### config.mk
export PLATFORM = sky130hd
export DESIGN_NAME = cla_seq_addsub_flat
export DESIGN_NICKNAME = d
export VERILOG_FILES = /design/src/rtl/cla_seq_addsub_if.sv /design/src/rtl/cla_seq_addsub.sv /design/src/flat_wrapper.sv
export SDC_FILE = /design/constraint.sdc
export NUM_CORES = 1
export LEC_CHECK = 0
export ABC_AREA = 1
export CORE_ASPECT_RATIO = 0.5
export CORE_MARGIN = 2
export CORE_UTILIZATION = 52
export DETAILED_ROUTE_END_ITERATION = 10
export GPL_TIMING_DRIVEN = 1
export PLACE_DENSITY = 0.8
export SETUP_SLACK_MARGIN = 0.1
export SLEW_MARGIN = 20
export SYNTH_ARGS = -nofsm -noshare
export SYNTH_HDL_FRONTEND = slang
export SYNTH_SLANG_ARGS = --single-unit
### constraint.sdc
create_clock -name clk -period 2.81 [get_ports clk]
set_input_delay 0.281 -clock clk [delete_from_list [all_inputs] [get_ports clk]]
set_output_delay 0.281 -clock clk [all_outputs]
set_load 0.01 [all_outputs]
### src/rtl/cla_seq_addsub_if.sv
// rtl/cla_seq_addsub_if.sv - operand/result handshake bundle for the sequential CLA adder/subtractor
interface cla_seq_addsub_if #(
  parameter int WIDTH = 16
);
  logic             in_valid;
  logic             in_ready;
  logic [WIDTH-1:0] a;
  logic [WIDTH-1:0] b;
  logic             op_sub;
  logic             cin;
  logic             out_valid;
  logic             out_ready;
  logic [WIDTH-1:0] sum;
  logic             cout;
  logic             ovf;
  logic             zero;

  // Producer of operations and consumer of results
  modport master (
    output in_valid, a, b, op_sub, cin, out_ready,
    input  in_ready, out_valid, sum, cout, ovf, zero
  );

  // The arithmetic block itself
  modport slave (
    input  in_valid, a, b, op_sub, cin, out_ready,
    output in_ready, out_valid, sum, cout, ovf, zero
  );
endinterface

### src/rtl/cla_seq_addsub.sv
// rtl/cla_seq_addsub.sv - multi-cycle adder/subtractor resolving one carry-lookahead slice per clock
module cla_seq_addsub #(
  parameter int WIDTH = 16,
  parameter int SLICE = 4
) (
  input logic            clk,
  input logic            rst_n,
  cla_seq_addsub_if.slave bus
);

  localparam int NSL = (SLICE > 0) ? (WIDTH / SLICE) : 1;
  localparam int CW  = (NSL > 1) ? $clog2(NSL) : 1;
  localparam logic [CW-1:0] K_LAST = CW'(NSL - 1);

  // Reject widths that cannot be split into whole slices
  generate
    if (WIDTH <= 0 || SLICE <= 0 || ((SLICE > 0) ? (WIDTH % SLICE) : 1) != 0) begin : g_bad_cfg
      $error("cla_seq_addsub: WIDTH must be a positive multiple of SLICE");
    end
  endgenerate

  typedef enum logic [1:0] {IDLE, RUN, DONE} state_t;

  state_t           state_q, state_d;
  logic [WIDTH-1:0] a_q, b_q, sum_q;
  logic             carry_q;
  logic [CW-1:0]    k_q;
  logic             cout_q, ovf_q, zero_q;
  logic             in_ready_c, out_valid_c;

  logic [SLICE-1:0] p, g;
  logic [SLICE:0]   c;
  logic [WIDTH-1:0] sum_next;

  // Current slice: propagate/generate, flattened lookahead carries and the merged sum
  always_comb begin
    int   base;
    logic term;
    base     = int'(k_q) * SLICE;
    p        = a_q[base +: SLICE] ^ b_q[base +: SLICE];
    g        = a_q[base +: SLICE] & b_q[base +: SLICE];
    c        = '0;
    term     = 1'b0;
    c[0]     = carry_q;
    for (int i = 1; i <= SLICE; i++) begin
      // carry-in propagated through every lower bit
      term = carry_q;
      for (int j = 0; j < i; j++) term = term & p[j];
      c[i] = term;
      // generate at bit j propagated through bits j+1 .. i-1
      for (int j = 0; j < i; j++) begin
        term = g[j];
        for (int m = j + 1; m < i; m++) term = term & p[m];
        c[i] = c[i] | term;
      end
    end
    sum_next                   = sum_q;
    sum_next[base +: SLICE]    = p ^ c[SLICE-1:0];
  end

  // State register
  always_ff @(posedge clk or negedge rst_n) begin
    if (!rst_n) state_q <= IDLE;
    else        state_q <= state_d;
  end

  // Next-state and handshake outputs
  always_comb begin
    state_d     = state_q;
    in_ready_c  = 1'b0;
    out_valid_c = 1'b0;
    case (state_q)
      IDLE: begin
        in_ready_c = 1'b1;
        if (bus.in_valid) state_d = RUN;
      end
      RUN: begin
        if (k_q == K_LAST) state_d = DONE;
      end
      DONE: begin
        out_valid_c = 1'b1;
        if (bus.out_ready) state_d = IDLE;
      end
      default: state_d = IDLE;
    endcase
  end

  // Operand capture, per-slice accumulation and final flag registration
  always_ff @(posedge clk or negedge rst_n) begin
    if (!rst_n) begin
      a_q     <= '0;
      b_q     <= '0;
      sum_q   <= '0;
      carry_q <= 1'b0;
      k_q     <= '0;
      cout_q  <= 1'b0;
      ovf_q   <= 1'b0;
      zero_q  <= 1'b0;
    end else begin
      case (state_q)
        IDLE: begin
          if (bus.in_valid) begin
            a_q     <= bus.a;
            // subtract is A + ~B + 1, the +1 entering as the initial carry
            b_q     <= bus.op_sub ? ~bus.b : bus.b;
            carry_q <= bus.op_sub ? 1'b1 : bus.cin;
            k_q     <= '0;
            sum_q   <= '0;
          end
        end
        RUN: begin
          sum_q   <= sum_next;
          carry_q <= c[SLICE];
          if (k_q == K_LAST) begin
            cout_q <= c[SLICE];
            ovf_q  <= c[SLICE] ^ c[SLICE-1];
            zero_q <= (sum_next == '0);
          end else begin
            k_q <= k_q + CW'(1);
          end
        end
        default: ;
      endcase
    end
  end

  assign bus.in_ready  = in_ready_c;
  assign bus.out_valid = out_valid_c;
  assign bus.sum       = sum_q;
  assign bus.cout      = cout_q;
  assign bus.ovf       = ovf_q;
  assign bus.zero      = zero_q;

endmodule

### src/flat_wrapper.sv
// flat-port wrapper written by rule: the top's interface ports become plain ports
module cla_seq_addsub_flat 
#(
  parameter int WIDTH = 16,
  parameter int SLICE = 4
)
  (clk, rst_n, bus_in_valid, bus_a, bus_b, bus_op_sub, bus_cin, bus_out_ready, bus_in_ready, bus_out_valid, bus_sum, bus_cout, bus_ovf, bus_zero);
  cla_seq_addsub_if #(.WIDTH(WIDTH)) bus_i ();
  input logic clk;
  input logic rst_n;
  input wire logic [$bits(bus_i.in_valid)-1:0] bus_in_valid;
  input wire logic [$bits(bus_i.a)-1:0] bus_a;
  input wire logic [$bits(bus_i.b)-1:0] bus_b;
  input wire logic [$bits(bus_i.op_sub)-1:0] bus_op_sub;
  input wire logic [$bits(bus_i.cin)-1:0] bus_cin;
  input wire logic [$bits(bus_i.out_ready)-1:0] bus_out_ready;
  output wire logic [$bits(bus_i.in_ready)-1:0] bus_in_ready;
  output wire logic [$bits(bus_i.out_valid)-1:0] bus_out_valid;
  output wire logic [$bits(bus_i.sum)-1:0] bus_sum;
  output wire logic [$bits(bus_i.cout)-1:0] bus_cout;
  output wire logic [$bits(bus_i.ovf)-1:0] bus_ovf;
  output wire logic [$bits(bus_i.zero)-1:0] bus_zero;
  assign bus_i.in_valid = bus_in_valid;
  assign bus_i.a = bus_a;
  assign bus_i.b = bus_b;
  assign bus_i.op_sub = bus_op_sub;
  assign bus_i.cin = bus_cin;
  assign bus_i.out_ready = bus_out_ready;
  assign bus_in_ready = bus_i.in_ready;
  assign bus_out_valid = bus_i.out_valid;
  assign bus_sum = bus_i.sum;
  assign bus_cout = bus_i.cout;
  assign bus_ovf = bus_i.ovf;
  assign bus_zero = bus_i.zero;
  cla_seq_addsub #(.WIDTH(WIDTH), .SLICE(SLICE)) u_core (.clk(clk), .rst_n(rst_n), .bus(bus_i));
endmodule
Word level (Yosys, flattened, before mapping) --
Cells that the tools add are included.
Storage, ports and cells: flip-flop bits (word level) 56, input bits 38, logic and storage cells 71
Cells by class: add/sub/neg operators 2, equal/unequal tests 7, shift operators 4, muxes and demuxes 16, bitwise logic cells 25, reduce and logical (&&, ||, !) cells 8
Operators with widths (number):
- negation 4 -> 33 bit | 1
- variable shift 4 x 33 -> 16 bit (first input constant) | 1
- indexed part select 4 x 33 -> 16 bit | 1
- two-way mux 16 bit | 2
- case mux 16 bit (2 select lines) | 1
- indexed part select 16 x 5 -> 4 bit | 2
- bitwise mux 16 bit | 1
- zero test 16 bit | 1
- NOT 16 bit | 1
- bitwise AND 1 bit | 10
- two-way mux 2 bit | 5
- OR 1 bit | 10
- XOR 4 bit | 2
- inequality test 2 bit (second input constant) | 3
- case mux 2 bit (3 select lines) | 1
- AND reduction 2 bit | 3
- AND reduction 3 bit | 2
- bitwise AND 4 bit | 1
- == test 2 bit (second input constant) | 2
- two-way mux 1 bit | 4
- case mux 2 bit (2 select lines) | 1
- adder 2 x 1 -> 2 bit (second input constant) | 1
- == test 2 x 1 -> 1 bit (second input constant) | 1
- zero test 2 bit | 1
- other kinds (4) | 4

Depth between registers and ports, before layout --
word-level depth 12, depth in mapped cells 19, gate-level depth less buffers 18

Least setup slack after synthesis --
Ideal clock, no wire load.
kind reg2reg, start register u_core.k_q[0], end register u_core.zero_q, in the netlist u_core.bus.zero, arrival 2247 ps, data required time 2693 ps, setup slack 446 ps, stages on the path, launching flop included 17, path through dfrtp_1 > buf_4 > buf_2 > buf_2 > o21ai_0 > o22ai_1 > ha_1 > nand3_1 > nand4_1 > nand2_1 > nand2_1 > nor2_2 > nand3_1 > nand2_1 > nor2_1 > nand3_1 > nand2_1
On the way: word-level cells in the longest chain between the ends 12
RTL lines:
- start, declared | RTL line cla_seq_addsub.sv:27 | logic [CW-1:0] k_q;
- start signal, assigned | RTL line cla_seq_addsub.sv:119 | k_q <= k_q + CW'(1);
- indexed part select 16 x 5 -> 4 bit | RTL line cla_seq_addsub.sv:40, cla_seq_addsub.sv:41
- XOR 4 bit | RTL line cla_seq_addsub.sv:40 | p = a_q[base +: SLICE] ^ b_q[base +: SLICE];
- bitwise AND 1 bit (3 in a row) | RTL line cla_seq_addsub.sv:48 | for (int j = 0; j < i; j++) term = term & p[j];
- OR 1 bit (3 in a row) | RTL line cla_seq_addsub.sv:54 | c[i] = c[i] | term;
- XOR 4 bit | RTL line cla_seq_addsub.sv:58 | sum_next[base +: SLICE] = p ^ c[SLICE-1:0];
- indexed part select 4 x 33 -> 16 bit | RTL line cla_seq_addsub.sv:58
- bitwise mux 16 bit | RTL line cla_seq_addsub.sv:58
- zero test 16 bit | RTL line cla_seq_addsub.sv:117 | zero_q <= (sum_next == '0);
- end signal, assigned | RTL line cla_seq_addsub.sv:117
- end, declared | RTL line cla_seq_addsub.sv:28 | logic cout_q, ovf_q, zero_q;
Several ways; a longest one is shown, not always the timed one. A chain may end at the register's enable or synchronous reset.

Worst setup path after layout --
start register u_core.k_q[1], end register u_core.zero_q, in the netlist u_core.bus.zero
The elaborated chain is that of the path after synthesis.

==> flow_summary_export.csv <==
group,metric,value,unit
cells_and_area,design.final.nets,495,
cts,clock_sink_count,56,
routing,vias,2835,
run_status,violated_checks,"design-rule violations",
setup_path,ff2ff_path_depth,15,
placed_design,place.gp.congestion,0.965,
setup_path,cpPeakStageDelay,490,ps
die,pin_count,59,
placed_design,post-place-cells,506,
cells_and_area,layout-drive-gt1-share,8.30,%
placed_design,dp_hpwl,5440,µm
sta,period_share,89.4,%
synthesis,synth_top_cells_by_area,"dfrtp_1 45%, nand2_1 15%, o21ai_0 5.2%",
job,max_cap_violations,0,
setup_path,critPathTopFamily,"simple AND/OR/NAND/NOR gates",
synthesis,synth.yosys.warnings,0,
hold_path,timing.hold.worst.class,"input port to asynchronous set/reset pin",
die,fp-row-count,19,
synthesis,mapped_avg_cell_area,7.94,µm²
routing,drc,2,
power_and_ir_drop,p_leak,1.88,nW
power_and_ir_drop,power.share.switching,45.5,%
setup_path,cp_capture_type,"flip-flop",
sta,clock-skew-final,6.01,ps
die,fp.dieArea,6600,µm²
cells_and_area,finish.cell_count_without_fillers,519,
die,start_util,54.9,%
global_routing,grt_pass1_wl,12600,µm
die,x_dimension_of_the_die,113,µm
sta,setup-violations-final,0,
sta,max_clock_freq,398,MHz
cts,clkSlewWorstSetupHoldPaths,70,ps
sta,finalHoldViolations,0,
power_and_ir_drop,intPower,2.60,mW
synthesis,synth_top_family_by_area,"simple AND/OR/NAND/NOR gates",
global_routing,globalRoute.totalOverflow,0,
placed_design,port_buffers,58,
routing,drt_iter0_markers,175,
synthesis,synth_area,3080,µm²
synthesis,synthMuxAreaShare,0,%
setup_path,worst_path_max_delay_cell,"dfrtp_2",
routing,detail_route.vias_per_cell,5.46,
sta,tightest_pin_transition,889,ps
sta,post_route_setup_tns,0,ps
cts,clkLatencyLatePin,290,ps
sta,finalHoldWorstSlack,13.0,ps
global_routing,globalRouteTotalUtil,24.1,%
synthesis,synth_compound_gate_area_share,12.7,%
routing,routed_wirelength,7620,µm
cells_and_area,postLayoutCoreUtil,69.6,%
setup_path,setup.worst_path.class,"flip-flop to flip-flop",
setup_path,cpMostUsedCell,"nand2_1",
placed_design,cell_area_after_placement,3690,µm²
cts,tritoncts,"built",
power_and_ir_drop,pwr-share-clk,14.7,%
routing,ant_nets,0,
sta,maxSlewViolCount,0,
cells_and_area,most-common-layout-cells,"126 x nand2_1, 57 x clkdlybuf4s50_1, 55 x dfrtp_1",
synthesis,synth_largest_type_area_fraction,45.5,%
setup_path,start_kind,"flip-flop",
setup_path,critical_path.cell_chain,"clkinvlp_4, buf_4, o21ai_0, o22ai_1, ha_1, nand3_1, nand4_1, nand2_1, nand2_1, nor2_2, nand3_1, nand2_1, nor2_1, nand3_1, nand2_1",
synthesis,synth-seq-area-share,45.5,%
synthesis,synth.lib_cells_used.distinct,28,
synthesis,ys_ff_latch,56,
sta,min_period,2510,ps
cts,ctsLongestPathBuffers,2,
power_and_ir_drop,vdd_ir_drop_max,0.000460,V
die,floorplan.core_area,5610,µm²
cells_and_area,syn2layout_area_growth,26.7,%
power_and_ir_drop,net-switching-power,2.18,mW
cts,h-tree-depth,2,
global_routing,antenna_found_initial,0,
cells_and_area,layout.cell_area.non_filler,3910,µm²
synthesis,synthesis.instances,388,
routing,routedWlPerCell,14.7,µm
sta,timing.slew.headroom,40.6,%
setup_path,crit_arrival,2700,ps
global_routing,maximum_number_of_pins_on_one_net_before_global_route_repair,30,
synthesis,synth-adder-area-share,5.12,%
setup_path,cp_num_cells,15,
setup_path,crit_path_max_fanout,11,
synthesis,synthXorXnorAreaFrac,4.55,%
cts,cts_root_buffer,"clkbuf_16",
synthesis,yosysTopAreaCell,"dfrtp_1",
cts,cts_buffers,5,
power_and_ir_drop,combPwrFrac,55.4,%
run_status,status,"complete, but fails checks",
power_and_ir_drop,seq_power_share,29.9,%
cells_and_area,fill_cells,459,
cells_and_area,final_common_cell,"nand2_1",
die,die_height,58.4,µm
cts,post_cts_hold_buffer_count,0,
synthesis,synth_simple_gate_area_share,25.1,%
global_routing,grt_pass1_vias,2690,
cells_and_area,insertedDiodeCount,0,
sta,unrepaired_setup_endpoints_after_global_routing,"false",
setup_path,timing.critical_path.buf_inv,2,
power_and_ir_drop,pwr_density_cell,1220,nW/µm²
routing,drt_pre_antenna_iters,8,
synthesis,synthesis.nets,438,
setup_path,required,2990,ps
==> worst paths after layout <==
| kind | start | endpoint | slack, ps |
|---|---|---|---|
| max in group asynchronous | rst_n | u_core.k_q[1] | 1960 |
| worst max-delay path | u_core.k_q[1] | u_core.bus.zero | 300 |
| worst max register to register | u_core.k_q[1] | u_core.bus.zero | 300 |
| worst min register to register | u_core.a_q[10] | u_core.a_q[10] | 490 |
| worst min-delay path | rst_n | u_core.a_q[5] | 10 |
| min in group clk | u_core.a_q[10] | u_core.a_q[10] | 490 |
==> area by class of cell <==
class / count / area [µm²] / share of cell area, %
inverters: 36 / 141 / 3.62
flip-flops and latches: 56 / 1400 / 35.9
clock inverters: 2 / 35.0 / 0.897
multi-input cells: 280 / 1470 / 37.6
clock buffers: 6 / 129 / 3.30
well taps: 73 / 91.3 / 2.34
repair inverters: 1 / 5.00 / 0.128
repair buffers: 65 / 632 / 16.2
==> cell usage after synthesis <==
cell / n
ha_1: 11
nor2_1: 30
o31ai_1: 2
clkbuf_1: 4
a21oi_2: 1
buf_6: 1
dfrtp_1: 56
inv_2: 6
nand3_2: 1
a22o_1: 8
nand4_1: 4
o21ai_0: 32
nand3_1: 15
inv_1: 30
o21ai_1: 7
nor2_8: 1
o22ai_1: 9
fa_1: 1
buf_2: 10
a31oi_1: 1
nand2_1: 126
o211ai_1: 1
buf_4: 1
xnor2_1: 16
nand2_2: 5
a32oi_1: 2
nor2_2: 4
a21oi_1: 3
==> flip-flops by register name (all words and copies together), names as in the netlist <==
register	flops
u_core.a_q	16
u_core.b_q	16
u_core.bus.cout	1
u_core.bus.ovf	1
u_core.bus.sum	16
u_core.bus.zero	1
u_core.carry_q	1
u_core.k_q	2
u_core.state_q	2
==> logic make-up after synthesis <==
family | after synthesis
AOI/OAI and AO/OA | 66
xor gates and xnor gates | 16
DFF | 56
and+or+nand+nor | 186
adders and majority gates | 12
buffers and inverters | 52
==> worst reg2reg max path, delay by kind of cell (launching register included) <==
| kind | cells | cell delay [ps] |
|---|---|---|
| compound gates | 2 | 160 |
| fa+ha+maj | 1 | 380 |
| buf+inv | 2 | 370 |
| flops | 1 | 490 |
| simple gates | 10 | 990 |
==> metrics by stage <==
stage               power [mW]  worst slack (ps)
finish                    4.78               297
global route              5.16               108
CTS                       4.69               136
detailed placement        3.94               194
global placement          3.86               317
floorplan                 3.17               446
==> timing repair <==
action	CTS	global route
resized for setup	0	6
buffers inserted	0	4
setup endpoints to repair	0	5
==> power groups by stage <==
stage / clock [mW] / combinational (mW) / sequential, mW
detailed placement: 0 / 2.52 / 1.42
global route: 0.737 / 2.95 / 1.47
floorplan: 0 / 1.77 / 1.40
global placement: 0 / 2.44 / 1.41
finish: 0.705 / 2.65 / 1.43
CTS: 0.709 / 2.57 / 1.41
==> metal layers <==
layer | wire length (µm) | track usage, % | vias up
li1 | - | - | 1364
met5 | 0 | 0 | -
met4 | 57 | 5.92 | 0
met3 | 539 | 3.09 | 8
met1 | 3500 | 35.1 | 1337
met2 | 3530 | 39.2 | 126
No activity file was read; power rests on OpenSTA's default activity.
